**src/rtl/booth_serial_mult_param.sv**
```systemverilog
// Serial radix-4 Booth multiplier, one Booth digit per clock, signed/unsigned per op.
// Define BOOTH_MAC_EN to add an in_c addend and an ACC state (out_p = a*b + c).
module booth_serial_mult_param #(
  parameter int WIDTH = 32
) (
  input  logic               clk,
  input  logic               rst_n,
  input  logic               clr,
  input  logic               in_valid,
  output logic               in_ready,
  input  logic               in_signed,
  input  logic [WIDTH-1:0]   in_a,
  input  logic [WIDTH-1:0]   in_b,
`ifdef BOOTH_MAC_EN
  input  logic [2*WIDTH-1:0] in_c,
`endif
  output logic               out_valid,
  input  logic               out_ready,
  output logic [2*WIDTH-1:0] out_p,
  output logic               busy
);

  localparam int ITER = WIDTH/2 + 1;
  localparam int E    = WIDTH + 2;
  localparam int H    = WIDTH + 4;
  localparam int CW   = $clog2(ITER + 1);

`ifdef BOOTH_MAC_EN
  typedef enum logic [1:0] {IDLE, CALC, ACC, DONE} state_t;
  logic [2*WIDTH-1:0] c_r;
`else
  typedef enum logic [1:0] {IDLE, CALC, DONE} state_t;
`endif

  state_t          state;
  logic [CW-1:0]   cnt;
  logic [E-1:0]    a_r;
  logic [H-1:0]    hi;
  logic [E-1:0]    lo;
  logic            guard;

  logic [2:0]      win;
  logic [H-1:0]    ax, op, sum;
  logic            neg;
  logic [H+E-1:0]  shifted;

  assign win = {lo[1:0], guard};
  assign ax  = {{2{a_r[E-1]}}, a_r};

  always_comb begin
    op  = '0;
    neg = 1'b0;
    case (win)
      3'b001, 3'b010: op = ax;
      3'b011:         op = ax << 1;
      3'b100:         begin op = ax << 1; neg = 1'b1; end
      3'b101, 3'b110: begin op = ax;      neg = 1'b1; end
      default:        ;
    endcase
  end

  // Subtraction as ~op + 1 folded into one adder.
  assign sum     = hi + (neg ? ~op : op) + {{(H-1){1'b0}}, neg};
  assign shifted = {{2{sum[H-1]}}, sum, lo[E-1:2]};

  always_ff @(posedge clk or negedge rst_n) begin
    if (!rst_n) begin
      state     <= IDLE;
      cnt       <= '0;
      a_r       <= '0;
      hi        <= '0;
      lo        <= '0;
      guard     <= 1'b0;
      in_ready  <= 1'b1;
      out_valid <= 1'b0;
      busy      <= 1'b0;
      out_p     <= '0;
`ifdef BOOTH_MAC_EN
      c_r       <= '0;
`endif
    end else if (clr) begin
      state     <= IDLE;
      cnt       <= '0;
      in_ready  <= 1'b1;
      out_valid <= 1'b0;
      busy      <= 1'b0;
    end else begin
      case (state)
        IDLE: if (in_valid) begin
          a_r      <= in_signed ? {{2{in_a[WIDTH-1]}}, in_a} : {2'b00, in_a};
          lo       <= in_signed ? {{2{in_b[WIDTH-1]}}, in_b} : {2'b00, in_b};
          hi       <= '0;
          guard    <= 1'b0;
          cnt      <= '0;
`ifdef BOOTH_MAC_EN
          c_r      <= in_c;
`endif
          state    <= CALC;
          in_ready <= 1'b0;
          busy     <= 1'b1;
        end
        CALC: begin
          // ITER digit cycles, then one cycle to publish the product.
          if (cnt != CW'(ITER)) begin
            hi    <= shifted[H+E-1:E];
            lo    <= shifted[E-1:0];
            guard <= lo[1];
            cnt   <= cnt + CW'(1);
          end else begin
            cnt <= '0;
`ifdef BOOTH_MAC_EN
            state <= ACC;
`else
            out_p     <= {hi[WIDTH-3:0], lo};
            out_valid <= 1'b1;
            state     <= DONE;
`endif
          end
        end
`ifdef BOOTH_MAC_EN
        ACC: begin
          out_p     <= {hi[WIDTH-3:0], lo} + c_r;
          out_valid <= 1'b1;
          state     <= DONE;
        end
`endif
        DONE: if (out_ready) begin
          out_valid <= 1'b0;
          in_ready  <= 1'b1;
          busy      <= 1'b0;
          state     <= IDLE;
        end
        default: state <= IDLE;
      endcase
    end
  end

endmodule
```
**config.mk**
```make
export PLATFORM = sky130hd
export DESIGN_NAME = booth_serial_mult_param
export DESIGN_NICKNAME = d
export VERILOG_FILES = /design/src/rtl/booth_serial_mult_param.sv
export SDC_FILE = /design/constraint.sdc
export NUM_CORES = 1
export LEC_CHECK = 0
export CORE_ASPECT_RATIO = 0.8
export CORE_MARGIN = 1.5
export CORE_UTILIZATION = 50
export CTS_CLUSTER_DIAMETER = 30
export CTS_CLUSTER_SIZE = 16
export DETAILED_ROUTE_END_ITERATION = 7
export PLACE_DENSITY = 0.74
export SLEW_MARGIN = 20
export SYNTH_ARGS = -nofsm -noshare
export SYNTH_HDL_FRONTEND = slang
export SYNTH_SLANG_ARGS = --single-unit
```
**constraint.sdc**
```tcl
create_clock -name clk -period 6.2 [get_ports clk]
set_input_delay 1.86 -clock clk [delete_from_list [all_inputs] [get_ports clk]]
set_output_delay 1.86 -clock clk [all_outputs]
set_load 0.02 [all_outputs]
```
======== Word level (Yosys, flattened, before mapping) ========
Cells that the tools add are included.
word-level totals
  bits in registers ....................... 179
  input port bits ......................... 70
  output and inout port bits .............. 67
  word-level logic and storage cells ...... 78
operators by class
  add/sub/neg operators ................... 3
  equal/unequal tests ..................... 14
  mux-type cells .......................... 33
  bitwise logic cells ..................... 3
  reduce and logical (&&, ||, !) cells .... 15
operator list
  kind                 count
  $pmux 36 s2          2
  $mux 34              4
  $mux 36              3
  $pmux 34 s2          1
  $add 36x1->36        1
  $add 36x36->36       1
  $not 36->36          1
  $mux 5               3
  $reduce_and 3->1     5
  $mux 1               10
  $pmux 5 s2           1
  $eq 3x3->1 const B   3
  $ne 3x3->1 const B   3
  $reduce_bool 3->1    3
  $mux 2               4
  $pmux 1 s2           4
  $eq 3x2->1 const B   2
  $pmux 2 s3           1
  $add 5x1->5 const B  1
  $ne 5x5->1 const B   1
  $ne 2x2->1 const B   2
  $reduce_and 4->1     1
  $reduce_or 4->1      1
  $eq 3x1->1 const B   1
  8 further kinds      9

======== Depth between registers and ports, before layout ========
Gate-level depths: netlist of the first run.
  word-level depth ........................ 9
  mapped depth ............................ 16
  gate-level depth less buffers ........... 16

======== Worst setup path before layout of the first run ========
Ideal clock, no wire load.
  path kind ............................... register to register
  from .................................... register lo[0]
  to ...................................... register hi[18]
  setup time .............................. 0.136 ns
  arrival time ............................ 3.529 ns
  data required time ...................... 6.064 ns
  slack ................................... 2.535 ns
  stages on the path, launching flop included .. 17
  path buffers ............................ 2
  clock period less this slack ............ 3.665 ns
  path through ............................ dfrtp_1 > inv_1 > ha_1 > o31ai_1 > buf_6 > clkbuf_1 > xor2_1 > ha_1 > a21oi_1 > o22ai_1 > nor4b_1 > o21ai_0 > a41oi_1 > nor2_1 > nor3_1 > xor2_1 > o31ai_1
between the ends
  longest elaborated chain between the ends .. 9
  elaborated cells on any way between the ends .. 17
  those cells by class .................... 2 x add/sub; 6 x eq/ne; 5 x mux; 1 x bitwise; 3 x reduce/logical
RTL lines
  element                                                                     RTL line  RTL
  start, declared                                                             39        logic [E-1:0] lo;
  start signal, assigned                                                      91        lo <= in_signed ? {{2{in_b[WIDTH-1]}}, in_b} : {2'b00, in_b};
  start signal, assigned                                                      106       lo <= shifted[E-1:0];
  $eq 3x3->1, or another cell as far along                                    53        case (win)
  $reduce_or 4->1 (no source line) / $reduce_or 2->1 (equally long branches)  --
  $pmux 36 s2                                                                 53
  $not 36->36                                                                 63        assign sum = hi + (neg ? ~op : op) + {{(H-1){1'b0}}, neg};
  $mux 36                                                                     63
  $add 36x36->36                                                              63
  $add 36x1->36 (*)                                                           63
  $mux 36 (*)                                                                 104       if (cnt != CW'(ITER)) begin
  $pmux 36 s2 (*)                                                             88        case (state)
  end signal, assigned                                                        105       hi <= shifted[H+E-1:E];
  end, declared                                                               38        logic [H-1:0] hi;
Every way passes the cells marked *; elsewhere a longest branch is shown, timed or not. The select of a mux whose other input is x is not followed.
A chain may end at the register's enable or synchronous reset.

======== Worst setup path after layout of the first run ========
Ends and elaborated chain as after synthesis.

==> metrics.txt, run 1 <==
outcome completed; port bufs between 100 and 150; post-cts sizing count 0; setup ws final roughly 1.7 ns; Starting Density 0.5117; hold_buf cts 0; first-pass GRT wire length 36.27 mm; library cells used by synthesis 53; Post-CTS Setup Bufs 0; final design utilization 0.6315; Critical Path Start Type flop; Placement Rows between 40 and 50; Area Overhead vs Synth 23.40%; critical path's slowest cell o31ai_4; synth top area cells dfrtp_1 (47%), mux2_2 (12%), ha_1 (5.5%); via/cell ratio approximately 5.6; routed length per placed instance 16.63 um; Fin. Hold Viols 0; post-DP HPWL 14.81 mm; Die W between 150 and 200 um; Die Area 0.01948 mm^2; diode count 0; CP required 6.49 ns; Mean Syn Cell Area 10.26 um^2; H-Tree Depth 4; register area share after synthesis 0.4724; Max FO, Critical Path 15; worst slew pin tran 0.9713 ns; WP data arrival 4.83 ns; Synth Net Count 1,021; Yosys reg bits 176; Mapped Area 0.009325 mm^2; FFs w/ async S/R, synth 1.000; largest net degree at the start of global routing between 90 and 100; total design power 4.503 mW; CP Capture Type flop; R2R depth 15; share of layout cells above drive strength 1 0.1518; yosys warns 0; pwr/cell area 391.3 mW/mm^2; area leader, netlist dfrtp_1; Worst slew margin 0.3525; core area 0.01822 mm^2; Clock Skew 0.008756 ns; I/O pins 137; top-area cell type share of the netlist area 0.4696; Worst-path clk slew 0.07 ns; Setup-failing EPs final 0; Antenna Nets Post-Route 0; Tmin final 4.536 ns; die height 125.2 um; vias in the first global route slightly above 7,000; Max Cap Viol 0; CP max stage delay 0.82 ns; DRT iter0 DRCs 519; total wire length after detailed routing 21.52 mm; Fmax 220.5 MHz; RePlAce Congestion 0.9110; max-slew violations 0; hold depth 2; vias between 7,000 and 8,000; RSZ-0062 raised after global routing false; HP Class reg2reg; worst skew pair latency 0.43 ns; VDD IR max 0.0002164 V; nets between 1,000 and 1,500; grt ovf 0; fillcell total 1,511; cts bufs inserted 17; CTS tree yes; CTS Buffer Depth 2; Synth Instances 909; CTS Sinks around 180; DRC 0; post-route clock period utilization 0.7316; Crit Path Category reg2reg; Setup TNS 0 ns; Leak Pwr 5.203 nW; GRT Total Usage 0.2319; critical path cell sequence inv_1 > ha_1 > o31ai_4 > buf_4 > xor2_1 > ha_1 > a21oi_1 > o22ai_1 > nor4b_1 > o21ai_0 > a41oi_1 > nor2_1 > nor3_1 > xor2_1 > o31ai_1; clock root cell clkbuf_16; Min Hold Slack 0.4842 ns; number of synthesized flops with an enable pin 0; Place WS 1.667 ns; drt first pass iters 5; initial antenna violation count 0; Main synth FF type dfrtp_1
cells in the final DEF (no fill, tap or decap), types with 5 or more instances in the layout:
cell,n
and3_1,5
dfrtp_1,175
a22oi_1,32
mux2_2,97
and2_1,5
xnor2_1,12
o21a_1,6
nand3_1,15
xor2_1,51
buf_4,10
a31oi_1,43
nand2_1,127
nor2_1,57
clkbuf_16,17
inv_1,18
nor3_1,8
o21ai_0,56
a21o_1,18
clkdlybuf4s50_1,135
a21oi_1,35
ha_1,40
nor2b_1,5
area by class of cell:
| cell class | instances | area [um^2] | share of cell area |
|---|---|---|---|
| Tap cell | 253 | 316.6 | 0.02751 |
| Timing Repair Buffer | 147 | 1458 | 0.1267 |
| Sequential cell | 176 | 4405 | 0.3828 |
| Inverter | 19 | 71.32 | 0.006198 |
| Multi-Input combinational cell | 667 | 4688 | 0.4074 |
| Clock buffer | 17 | 425.4 | 0.03697 |
| Clock inverter | 15 | 142.6 | 0.01240 |
critical path, delay by kind of cell, from the launching register on:
family | cells | cell delay, ns
AO/OA/AOI/OAI | 6 | 1.88
AND/OR/NAND/NOR | 3 | 0.64
adder cells (fa/ha/maj) | 2 | 0.55
buffers and inverters | 2 | 0.47
flip-flops | 1 | 0.44
XOR/XNOR | 2 | 0.42
power breakdown:
part	internal (mW)	switching [mW]	total (mW)
registers	1.32	0.164	1.49
clock network	0.533	0.498	1.03
logic	0.835	1.15	1.99
registers in the layout (all words and copies together), names as in the netlist:
register / flops
out_p: 64
hi: 34
lo: 34
a_r: 33
cnt: 5
state: 2
busy: 1
guard: 1
in_ready: 1
out_valid: 1
Yosys cell counts (5+ instances only):
cell,count
nor2_1,59
a21oi_1,35
inv_1,19
a22oi_1,32
a21o_1,18
buf_2,6
nand3_1,15
a31oi_1,43
o21ai_0,56
ha_1,41
nand2_1,127
nor3_1,9
clkbuf_1,36
dfrtp_1,175
and2_1,5
o21a_1,6
mux2_2,97
nor2b_1,5
and3_1,5
xor2_1,51
xnor2_1,12
kinds of logic (layout without fill, tap and decap cells):
family	count (synthesis)	after routing	synth area share
adder cells (fa/ha/maj)	42	42	0.05716
multiplexers	98	98	0.1182
flip-flops	176	176	0.4724
buffers and inverters	66	198	0.02818
AO/OA/AOI/OAI	217	217	0.1493
XOR/XNOR	63	63	0.05917
AND/OR/NAND/NOR	247	247	0.1155
metal layers:
metal  share of wire  wire, um  global-route usage  up-vias
li1                -         -                   -     3474
met1            0.49     10610              0.3474     3496
met2            0.44      9513              0.3469      199
met3           0.052      1116             0.04645       18
met4           0.013       276             0.05322        0
met5               0         0                   0        -
final timing paths:
| check | startpoint | end | slack [ns] |
|---|---|---|---|
| max in group asynchronous | rst_n | in_ready | 3.79 |
| hold reg to reg | hi[34] | hi[34] | 0.48 |
| setup reg to reg | lo[0] | hi[18] | 1.66 |
| min in group asynchronous | rst_n | a_r[20] | 1.46 |
| hold / removal | hi[34] | hi[34] | 0.48 |
| setup / recovery | lo[0] | hi[18] | 1.66 |
per-stage QoR:
stage / instances / area (um^2)
2_1_floorplan: 909 / 9325
3_3_place_gp: 1262 / 10940
3_5_place_dp: 1262 / 10940
4_1_cts: 1294 / 11500
5_1_grt: 1294 / 11510
6_report: 1294 / 11510
Note: power is estimated with default switching activity, not from simulation.
==> run 2: changes to the inputs <==
Settings changed: PLACE_DENSITY 0.74 to 0.77.
Clock period 6.2 ns to 3.8 ns, I/O delays scaled along.
==> metrics.txt, run 2 (synthesis gave the netlist of run 1 again) <==
CP Capture Type flop; CP required 4.15 ns (-2.34 ns); first-pass GRT wire length 37.78 mm (+4.1%); pwr/cell area 671.0 mW/mm^2 (+71%); Fmax 271.2 MHz (+23%); largest net degree at the start of global routing 79 (-14%); max FFs per register 64 (unchanged); drt first pass iters 6 (+1); CTS Sinks 176 (unchanged); CTS Buffer Depth 2 (unchanged); area post-placement 0.01111 mm^2 (+1.6%); core area 0.01822 mm^2 (unchanged); Area Overhead vs Synth 28.94%; Leak Pwr 5.454 nW (+4.8%); vias in the first global route 7,199 (+1.9%); setup ws final 0.1126 ns (-1.552 ns); HP Class reg2reg; max-slew violations 0 (unchanged); outcome completed; die height 125.2 um (unchanged); RePlAce Congestion 0.9328 (+2.4%); initial antenna violation count 0 (unchanged); Max FO, Critical Path 12 (-3); final design utilization 0.6598 (+0.02836); post-route clock period utilization 0.9704 (+0.2388); placed cell count 1,284 (+1.7%); VDD IR max 0.0004323 V (+100%); Starting Density 0.5117 (unchanged); most frequent cells in the layout dfrtp_1 (175), clkdlybuf4s50_1 (135), nand2_1 (126), mux2_2 (96), nor2_1 (56); total wire length after detailed routing 23.06 mm (+7.2%); nets 1,178 (+3.3%); Antenna Nets Post-Route 0 (unchanged); Max Cap Viol 0 (unchanged); Tmin final 3.687 ns (-0.8483 ns); post-DP HPWL 15.77 mm (+6.5%); worst slew pin tran 0.8538 ns (-0.1175 ns); DRT iter0 DRCs 643 (+24%); vias 7,472 (+4.0%); post-route cell area 0.01202 mm^2 (+4.5%); H-Tree Depth 4 (unchanged); grt ovf 0 (unchanged); Placement Rows 44 (unchanged); GRT Total Usage 0.2447 (+0.01284); via/cell ratio 5.610 (+1.0%); Critical Path Start Type flop; Die Area 0.01948 mm^2 (unchanged); port bufs 136 (unchanged); Setup TNS 0 ns (unchanged); Finished Layout Cells 1,332 (+2.9%); Place WS -0.07945 ns (-1.746 ns); Setup-failing EPs final 0 (unchanged); share of layout cells above drive strength 1 0.2011 (+0.04934); DRC 0 (unchanged); Worst slew margin 0.4308 (+0.07833); Crit Path Category reg2reg; Reg with most FFs out_p; diode count 0 (unchanged); Fin. Hold Viols 0 (unchanged); cts bufs inserted 17 (unchanged); leading cell type in the layout, fill and taps excluded dfrtp_1; Clock Skew 0.009360 ns (+0.0006048 ns); routed length per placed instance 17.31 um (+4.1%); Worst-path clk slew 0.08 ns (about the same); CTS tree yes; WP data arrival 4.04 ns (-0.79 ns); I/O pins 137 (unchanged); Die W 155.7 um (unchanged); worst skew pair latency 0.44 ns (about the same); Top Registers out_p: 64 flops, hi: 34 flops, lo: 34 flops; clock root cell clkbuf_16
[run 2: what timing repair did]
| item | 4_1_cts | 5_1_grt |
|---|---|---|
| pin swaps | 0 | 11 |
| cloned | 0 | 1 |
| hold buffers | 0 | 0 |
| setup endpoints to repair | 1 | 21 |
| gates resized for setup | 2 | 35 |
| buffers inserted | 0 | 15 |
[run 2: worst paths after layout]
path	from	to	slack, ns	depth (start not counted)
setup / recovery	guard	hi[28]	0.11	16
min in group asynchronous	rst_n	a_r[21]	0.72	1
max in group asynchronous	rst_n	lo[4]	2.14	2
hold reg to reg	hi[34]	hi[34]	0.48	2
hold / removal	hi[34]	hi[34]	0.48	2
setup reg to reg	guard	hi[28]	0.11	16
[run 2: routing by layer]
layer | global-route usage | routed length [um] | vias up
li1 | - | - | 3548
met1 | 0.3591 | 10870 | 3660
met2 | 0.3711 | 10650 | 231
met3 | 0.04645 | 1103 | 33
met4 | 0.06835 | 429 | 0
met5 | 0 | 0 | -
[run 2: final cells by class]
type                       instances  area, um^2
fill                            1387        6198
multi-input combinational        667        4820
sequential                       176        4405
timing repair buffer             185        1797
clock buffer                      17       425.4
tap                              253       316.6
clock inverter                    15       188.9
inverter                          19       71.32
[run 2: worst max-delay path, cell delays in order (launching register included)]
cell and delay (ns):
dfrtp_1 0.39, buf_4 0.14, ha_1 0.16, mux2_4 0.35, a22oi_2 0.19, xor2_1 0.21
inv_1 0.09, fa_2 0.38, nand3b_1 0.23, a211oi_4 0.34, nor3_1 0.11, a31oi_1 0.31
o21ai_1 0.13, nand3b_1 0.14, a31oi_1 0.11, xor2_1 0.14, o21ai_0 0.17
[run 2: power by group]
group	switching [mW]	total, mW	internal [mW]	leakage, nW
Clock	0.868	1.82	0.954	0.298
Combinational	2.13	3.81	1.69	2.89
Sequential	0.279	2.43	2.16	2.27
[run 2: stage by stage]
| stage | hold slack [ns] | total power [mW] |
|---|---|---|
| 2_1_floorplan | 0.4453 | 4.861 |
| 3_3_place_gp | 0.4636 | 5.811 |
| 3_5_place_dp | 0.4625 | 5.843 |
| 4_1_cts | 0.4807 | 7.705 |
| 5_1_grt | 0.5000 | 8.614 |
| 6_report | 0.4784 | 8.068 |
